<file path="config.mk">
export PLATFORM = sky130hd
export DESIGN_NAME = awg_seq_ctrl_flat
export DESIGN_NICKNAME = d
export VERILOG_FILES = /design/src/rtl/awg_pkg.sv /design/src/rtl/awg_seq_ctrl_if.sv /design/src/rtl/awg_tick_div.sv /design/src/rtl/awg_seq_ctrl.sv /design/src/flat_wrapper.sv
export SDC_FILE = /design/constraint.sdc
export NUM_CORES = 1
export LEC_CHECK = 0
export ABC_AREA = 1
export BUFFER_PORTS_ARGS = -buffer_cell sky130_fd_sc_hd__buf_4
export CAP_MARGIN = 20
export CORE_MARGIN = 10
export CORE_UTILIZATION = 66
export DETAILED_ROUTE_END_ITERATION = 12
export GPL_TIMING_DRIVEN = 1
export HOLD_SLACK_MARGIN = 0.12
export PLACE_DENSITY = 0.85
export SYNTH_ARGS = -nofsm -noshare
export SYNTH_HDL_FRONTEND = slang
export SYNTH_SLANG_ARGS = --single-unit
</file>
<file path="constraint.sdc">
create_clock -name clk -period 5.4 [get_ports clk]
set_input_delay 0.54 -clock clk [delete_from_list [all_inputs] [get_ports clk]]
set_output_delay 0.54 -clock clk [all_outputs]
set_load 0.1 [all_outputs]
</file>
<file path="src/rtl/awg_pkg.sv">
// Shared definitions for the AWG segment sequencer: waveform codes, playlist
// entry layout and FSM state encoding.
package awg_pkg;

    localparam logic [4:0] WAVE_SAW = 5'd0;
    localparam logic [4:0] WAVE_TRI = 5'd1;
    localparam logic [4:0] WAVE_SQR = 5'd2;
    localparam logic [4:0] WAVE_SIN = 5'd3;
    localparam logic [4:0] WAVE_OFF = 5'd10;

    localparam int WAVE_LSB  = 0;
    localparam int WAVE_W    = 5;
    localparam int FREQ_LSB  = 5;
    localparam int FREQ_W    = 12;
    localparam int AMP_LSB   = 17;
    localparam int AMP_W     = 3;
    localparam int PHASE_LSB = 20;
    localparam int PHASE_W   = 8;
    localparam int DUR_LSB   = 28;
    localparam int DUR_W     = 16;
    localparam int ENTRY_W   = 44;

    // Field order mirrors the bit offsets above (MSB first).
    typedef struct packed {
        logic [DUR_W-1:0]   dur;
        logic [PHASE_W-1:0] phase;
        logic [AMP_W-1:0]   amp;
        logic [FREQ_W-1:0]  freq;
        logic [WAVE_W-1:0]  wave;
    } awg_entry_t;

    typedef enum logic [1:0] {
        FSM_IDLE  = 2'd0,
        FSM_RUN   = 2'd1,
        FSM_PAUSE = 2'd2
    } awg_fsm_e;

    // A zero duration means the segment plays until stopped.
    function automatic logic entry_is_hold(input awg_entry_t e);
        return (e.dur == {DUR_W{1'b0}});
    endfunction

endpackage

</file>
<file path="src/rtl/awg_seq_ctrl_if.sv">
// Playlist configuration bus of the AWG segment sequencer.
interface awg_seq_ctrl_if #(
    parameter int IW = 3
) ();
    logic          cfg_we;
    logic [IW-1:0] cfg_addr;
    logic [43:0]   cfg_data;

    modport master (output cfg_we, output cfg_addr, output cfg_data);
    modport slave  (input  cfg_we, input  cfg_addr, input  cfg_data);
endinterface

</file>
<file path="src/rtl/awg_tick_div.sv">
// Duration-tick prescaler: counts 0..TICK_DIV-1 while enabled and flags the wrap.
module awg_tick_div #(
    parameter int TICK_DIV = 50000
) (
    input  logic clk,
    input  logic rst_n,
    input  logic en,
    input  logic clr,
    output logic tick
);
    localparam int CW = $clog2(TICK_DIV);
    localparam logic [CW-1:0] LAST = CW'(TICK_DIV - 1);

    logic [CW-1:0] cnt_r;

    assign tick = en && (cnt_r == LAST);

    // Prescaler counter; clear wins over counting.
    always_ff @(posedge clk or negedge rst_n) begin
        if (!rst_n) begin
            cnt_r <= {CW{1'b0}};
        end else if (clr) begin
            cnt_r <= {CW{1'b0}};
        end else if (en) begin
            cnt_r <= tick ? {CW{1'b0}} : cnt_r + CW'(1);
        end
    end
endmodule

</file>
<file path="src/rtl/awg_seq_ctrl.sv">
// AWG segment sequencer: steps a programmable playlist onto the generator controls.
// Optional AWG_SEQ_EXT_TRIG_EN adds a synchronised ext_trig start input.
module awg_seq_ctrl
    import awg_pkg::*;
#(
    parameter  int DEPTH    = 8,
    parameter  int TICK_DIV = 50000,
    localparam int IW       = $clog2(DEPTH)
) (
    input  logic                 clk,
    input  logic                 rst_n,
    awg_seq_ctrl_if.slave        cfg,
    input  logic [IW-1:0]        last_idx,
    input  logic                 loop,
    input  logic                 start,
    input  logic                 stop,
    input  logic                 pause,
`ifdef AWG_SEQ_EXT_TRIG_EN
    input  logic                 ext_trig,
`endif
    output logic [WAVE_W-1:0]    state,
    output logic [FREQ_W-1:0]    state_freq,
    output logic [AMP_W-1:0]     state_amp,
    output logic [PHASE_W-1:0]   state_phase,
    output logic [IW-1:0]        seg_idx,
    output logic                 busy,
    output logic                 seg_strobe,
    output logic                 done
);
    localparam logic [1:0] S_IDLE  = FSM_IDLE;
    localparam logic [1:0] S_RUN   = FSM_RUN;
    localparam logic [1:0] S_PAUSE = FSM_PAUSE;

    awg_entry_t        mem_r [DEPTH];
    logic [1:0]        fsm_r;
    logic [1:0]        fsm_nxt_s;
    logic [DUR_W-1:0]  rem_r;
    logic [DUR_W-1:0]  rem_nxt_s;
    logic              tick_s;
    logic              seg_end_s;
    logic              start_s;
    logic              trig_rise_s;
    logic              load_s;
    logic              finish_s;
    logic [IW-1:0]     load_idx_s;
    awg_entry_t        ent_s;

`ifdef AWG_SEQ_EXT_TRIG_EN
    logic [2:0] trig_sync_r;

    // Two-flop synchroniser plus one history flop for rising-edge detection.
    always_ff @(posedge clk or negedge rst_n) begin
        if (!rst_n) begin
            trig_sync_r <= 3'b000;
        end else begin
            trig_sync_r <= {trig_sync_r[1:0], ext_trig};
        end
    end

    assign trig_rise_s = trig_sync_r[1] & ~trig_sync_r[2];
`else
    assign trig_rise_s = 1'b0;
`endif

    assign start_s   = start | trig_rise_s;
    assign seg_end_s = (fsm_r == S_RUN) && tick_s && (rem_r == 16'd1);
    assign ent_s     = mem_r[load_idx_s];

    awg_tick_div #(.TICK_DIV(TICK_DIV)) u_tick_div (
        .clk   (clk),
        .rst_n (rst_n),
        .en    (fsm_r == S_RUN),
        .clr   (stop | load_s),
        .tick  (tick_s)
    );

    // Playlist storage; a same-edge load reads the value held before this write.
    always_ff @(posedge clk or negedge rst_n) begin
        if (!rst_n) begin
            for (int i = 0; i < DEPTH; i++) begin
                mem_r[i] <= '0;
            end
        end else if (cfg.cfg_we) begin
            mem_r[cfg.cfg_addr] <= cfg.cfg_data;
        end
    end

    // Event decode: which entry (if any) loads this edge, or whether play finishes.
    always_comb begin
        load_s     = 1'b0;
        finish_s   = 1'b0;
        load_idx_s = {IW{1'b0}};
        if (stop) begin
            load_s = 1'b0;
        end else if (seg_end_s) begin
            if (seg_idx != last_idx) begin
                load_s     = 1'b1;
                load_idx_s = seg_idx + IW'(1);
            end else if (loop) begin
                load_s     = 1'b1;
            end else begin
                finish_s   = 1'b1;
            end
        end else if ((fsm_r == S_IDLE) && start_s) begin
            load_s = 1'b1;
        end else begin
            load_s = 1'b0;
        end
    end

    // Next FSM state and remaining-tick count.
    always_comb begin
        fsm_nxt_s = fsm_r;
        rem_nxt_s = rem_r;
        if (stop || finish_s) begin
            fsm_nxt_s = S_IDLE;
            rem_nxt_s = {DUR_W{1'b0}};
        end else if (load_s) begin
            fsm_nxt_s = S_RUN;
            rem_nxt_s = ent_s.dur;
        end else begin
            case (fsm_r)
                S_IDLE: begin
                    fsm_nxt_s = S_IDLE;
                end
                S_RUN: begin
                    // Hold segments (remaining 0) never count down.
                    if (tick_s && (rem_r > 16'd1)) begin
                        rem_nxt_s = rem_r - 16'd1;
                    end else begin
                        rem_nxt_s = rem_r;
                    end
                    fsm_nxt_s = pause ? S_PAUSE : S_RUN;
                end
                S_PAUSE: begin
                    fsm_nxt_s = pause ? S_PAUSE : S_RUN;
                end
                default: begin
                    fsm_nxt_s = S_IDLE;
                    rem_nxt_s = {DUR_W{1'b0}};
                end
            endcase
        end
    end

    // Registered state and generator-facing outputs.
    always_ff @(posedge clk or negedge rst_n) begin
        if (!rst_n) begin
            fsm_r       <= S_IDLE;
            rem_r       <= {DUR_W{1'b0}};
            state       <= WAVE_OFF;
            state_freq  <= {FREQ_W{1'b0}};
            state_amp   <= {AMP_W{1'b0}};
            state_phase <= {PHASE_W{1'b0}};
            seg_idx     <= {IW{1'b0}};
            busy        <= 1'b0;
            seg_strobe  <= 1'b0;
            done        <= 1'b0;
        end else begin
            fsm_r      <= fsm_nxt_s;
            rem_r      <= rem_nxt_s;
            busy       <= (fsm_nxt_s != S_IDLE);
            seg_strobe <= load_s;
            done       <= finish_s;
            if (load_s) begin
                state       <= ent_s.wave;
                state_freq  <= ent_s.freq;
                state_amp   <= ent_s.amp;
                state_phase <= ent_s.phase;
                seg_idx     <= load_idx_s;
            end else if (stop || finish_s) begin
                state       <= WAVE_OFF;
            end
        end
    end

endmodule

</file>
<file path="src/flat_wrapper.sv">
// flat-port wrapper written by rule: the top's interface ports become plain ports
module awg_seq_ctrl_flat import awg_pkg::*;
#(
    parameter  int DEPTH    = 8,
    parameter  int TICK_DIV = 50000,
    localparam int IW       = $clog2(DEPTH)
)
  (clk, rst_n, last_idx, loop, start, stop, pause, state, state_freq, state_amp, state_phase, seg_idx, busy, seg_strobe, done, cfg_cfg_we, cfg_cfg_addr, cfg_cfg_data);
  awg_seq_ctrl_if #(.IW((3))) cfg_i ();
  input  logic clk;
  input  logic rst_n;
  input  logic [IW-1:0] last_idx;
  input  logic loop;
  input  logic start;
  input  logic stop;
  input  logic pause;
  output logic [WAVE_W-1:0] state;
  output logic [FREQ_W-1:0] state_freq;
  output logic [AMP_W-1:0] state_amp;
  output logic [PHASE_W-1:0] state_phase;
  output logic [IW-1:0] seg_idx;
  output logic busy;
  output logic seg_strobe;
  output logic done;
  input wire logic [$bits(cfg_i.cfg_we)-1:0] cfg_cfg_we;
  input wire logic [$bits(cfg_i.cfg_addr)-1:0] cfg_cfg_addr;
  input wire logic [$bits(cfg_i.cfg_data)-1:0] cfg_cfg_data;
  assign cfg_i.cfg_we = cfg_cfg_we;
  assign cfg_i.cfg_addr = cfg_cfg_addr;
  assign cfg_i.cfg_data = cfg_cfg_data;
  awg_seq_ctrl #(.DEPTH(DEPTH), .TICK_DIV(TICK_DIV)) u_core (.clk(clk), .rst_n(rst_n), .cfg(cfg_i), .last_idx(last_idx), .loop(loop), .start(start), .stop(stop), .pause(pause), .state(state), .state_freq(state_freq), .state_amp(state_amp), .state_phase(state_phase), .seg_idx(seg_idx), .busy(busy), .seg_strobe(seg_strobe), .done(done));
endmodule
</file>
==> flow_summary.json <==
{
  "status": "complete, no violations",
  "grt_first_pass_wirelength_um": 83870,
  "overflow": 0,
  "maxCapViolations": 0,
  "wl_per_cell_um": 17.76,
  "io_pins": 91,
  "die_x_um": 191.4,
  "synth.avg_cell_area_um2": 8.025,
  "synth_top_family_by_area": "simple AND/OR/NAND/NOR gates",
  "peakVddDrop_mv": 0.3618,
  "fillers": 2127,
  "seq_area_mm2": 0.01051,
  "hpwl_um": 28910,
  "die-area_mm2": 0.03665,
  "powerDensity_mw_per_mm2": 393.1,
  "drt_iter0_markers": 1968,
  "async_flop_share_pct": 100.0,
  "synth_common_cells": "nand2_1 (734), dfrtp_1 (418), o21ai_0 (407)",
  "cp_slowest_stage_delay_ns": 0.58,
  "hold_violations": 0,
  "synth.top_cells.by_area": "dfrtp_1 (54%), nand2_1 (14%), o21ai_0 (11%), nand3_1 (3.9%), nor2_1 (3.5%)",
  "yosys.area_share.simple_pct": 23.71,
  "synthAdderAreaFrac_pct": 0.4516,
  "rsz0062_at_grt": "no",
  "worstPathRequired_ns": 5.83,
  "ys_ff_latch": 420,
  "cts_sinks": 420,
  "worst_pin_slew_ns": 1.044,
  "routed-via-count": 17010,
  "synth_cells": 2417,
  "root_buffer": "clkbuf_16",
  "fmax_ghz": 0.2806,
  "critPathKind": "reg -> reg",
  "cp.arrival_ns": 3.99,
  "synth_cell_types": 38,
  "grt_usage_pct": 27.70,
  "die_y_um": 191.4,
  "min_path_cells": 3,
  "clk_transition_reported_paths_ns": 0.06,
  "clock_latency_ns": 0.55,
  "slew_headroom_pct": 30.38,
  "synth_top_area_cell": "dfrtp_1",
  "slowest_stage": "ha_1",
  "grt_pass1_vias": 16600,
  "layout-drive-gt1-share_pct": 8.810,
  "cts_tree": "yes",
  "port_buffers": 90,
  "htree_num_levels": 2,
  "netlist_area_mm2": 0.01940,
  "clockBufferDepth": 3,
  "synth_top_area_share_pct": 53.93,
  "wl_um": 50560,
  "muxShareOfSynthArea_pct": 0,
  "r2r_cells": 16,
  "antenna_found_initial": 0,
  "core-area_mm2": 0.02886,
  "tns_ns": 0,
  "synth-seq-area-share_pct": 54.20,
  "fp-row-count": 62,
  "finish.instance_area_mm2": 0.02149,
  "multi_input_area_mm2": 0.007634,
  "crit_fanout": 28,
  "cellLeakagePower_uw": 0.01046,
  "slew_violations": 0,
  "path_cells": "inv_1, ha_1, nand2_1, inv_1, nand2_1, nor2_1, inv_1, nor2_1, nand2_1, nand2_1, nand2_4, nor2_4, buf_4, nand2_1, nand3_1, nand2_1",
  "postPlaceCellArea_mm2": 0.02011,
  "setup_violations": 0,
  "cp-start-kind": "register",
  "synth_compound_area_share_pct": 14.72,
  "place_congestion": 0.8970,
  "initial_utilization_pct": 67.21,
  "dr.pass1.iters": 6,
  "yosysWarnings": 0,
  "cts_buffers": 44,
  "grt_max_degree": 183,
  "synth_edf_count": 0,
  "end_kind": "register",
  "synth.most_common_cell": "nand2_1",
  "skew_ns": 0.01825,
  "holdCritPathClass": "in -> reg",
  "fin_nets": 2493,
  "diodes": 0,
  "synthXorXnorAreaFrac_pct": 0.3161,
  "drtAntennaViolNets": 0,
  "drc": 0,
  "post-route-period-util_pct": 66.00,
  "syn_nets": 2481,
  "synth_ff_type": "dfrtp_1",
  "cpMostUsedCell": "nand2_1",
  "vias_per_cell": 5.975,
  "area_delta_synth_final_pct": 10.80,
  "min_period_ns": 3.564
}
[layer usage]
metal | vias to the layer above | GRT usage, % | share of wire (%)
met5 | - | 0 | 0
met4 | 0 | 7.422 | 1.9
met3 | 87 | 4.373 | 8.0
met2 | 775 | 46.39 | 49
met1 | 8299 | 36.95 | 41
li1 | 7849 | - | -
[worst max-delay path, delay by kind of cell, from the launching register on]
family | cells | cell delay, ns
adders and majority gates | 1 | 0.58
buffers and inverters | 4 | 0.67
DFF | 1 | 0.39
and+or+nand+nor | 11 | 1.77
[logic make-up (layout without fill, tap and decap cells)]
group | after synthesis | after routing
DFF | 420 | 420
xor gates and xnor gates | 7 | 7
AOI/OAI and AO/OA | 550 | 550
buffers and inverters | 307 | 353
and+or+nand+nor | 1126 | 1126
adders and majority gates | 7 | 7
[power breakdown]
group / internal [µW] / switching (µW)
sequential: 3710 / 329
combinational: 486 / 1060
clock: 1620 / 1240
total: 5820 / 2630
[timing repair]
action	CTS	global route
gates resized for setup	0	0
hold buffers	1	0
endpoints found under the hold margin	70	0
setup endpoints to repair	0	0
buffers inserted	0	0
[final timing paths]
kind / from / to / slack, ns
min reg2reg: u_core.mem_r[201] / u_core.mem_r[201] / 0.48
min: cfg_cfg_data[24] / u_core.mem_r[24] / 0.21
max reg2reg: u_core.fsm_r[1] / u_core.rem_r[2] / 1.84
max in group asynchronous: rst_n / u_core.mem_r[151] / 3.40
max: u_core.fsm_r[1] / u_core.rem_r[2] / 1.84
min in group asynchronous: rst_n / u_core.mem_r[76] / 0.56
[cell usage in the layout (no fill, tap or decap), types with 4 or more instances in the layout]
cell,n
nand3_1,149
nand2_2,11
o211ai_1,27
nor2_1,182
clkbuf_16,45
clkbuf_8,6
o21ai_1,40
inv_2,7
o21ai_0,407
dfrtp_1,418
buf_4,103
o21a_1,4
nor2_4,7
clkbuf_1,14
a21oi_1,63
nand4_1,6
ha_1,7
inv_1,155
clkinv_2,11
nor3_1,27
xor2_1,5
nand2_1,728
buf_12,5
[registers in the layout, indices dropped and copies added, names as in the netlist, 2 cells and up]
name	count
u_core.state_amp	3
u_core.u_tick_div.cnt_r	16
u_core.rem_r	16
u_core.state	5
u_core.fsm_r	2
u_core.state_freq	12
u_core.state_phase	8
u_core.mem_r	352
u_core.seg_idx	3
[per-stage QoR]
step / hold WS [ns] / total power (µW) / worst slack [ns] / util [%] / instances
final: 0.2053 / 8448 / 1.836 / 74.47 / 2847
after global placement: 0.4580 / 5509 / 2.038 / 69.68 / 2765
after floorplan: 0.2444 / 5134 / 2.837 / - / 2417
after detailed placement: 0.4669 / 5599 / 1.905 / 69.68 / 2765
after global routing: 0.2206 / 8845 / 1.526 / 74.47 / 2847
after CTS: 0.1986 / 8458 / 1.881 / 74.40 / 2846
[cell type report]
| class | instances | area share, % |
|---|---|---|
| multi-input cells | 1690 | 35.52 |
| flip-flops and latches | 420 | 48.92 |
| repair buffers | 110 | 4.180 |
| clock buffers | 65 | 5.869 |
| well taps | 384 | 2.236 |
| clock inverters | 15 | 0.4250 |
| inverters | 163 | 2.853 |
No activity file was read; power rests on OpenSTA's default activity.
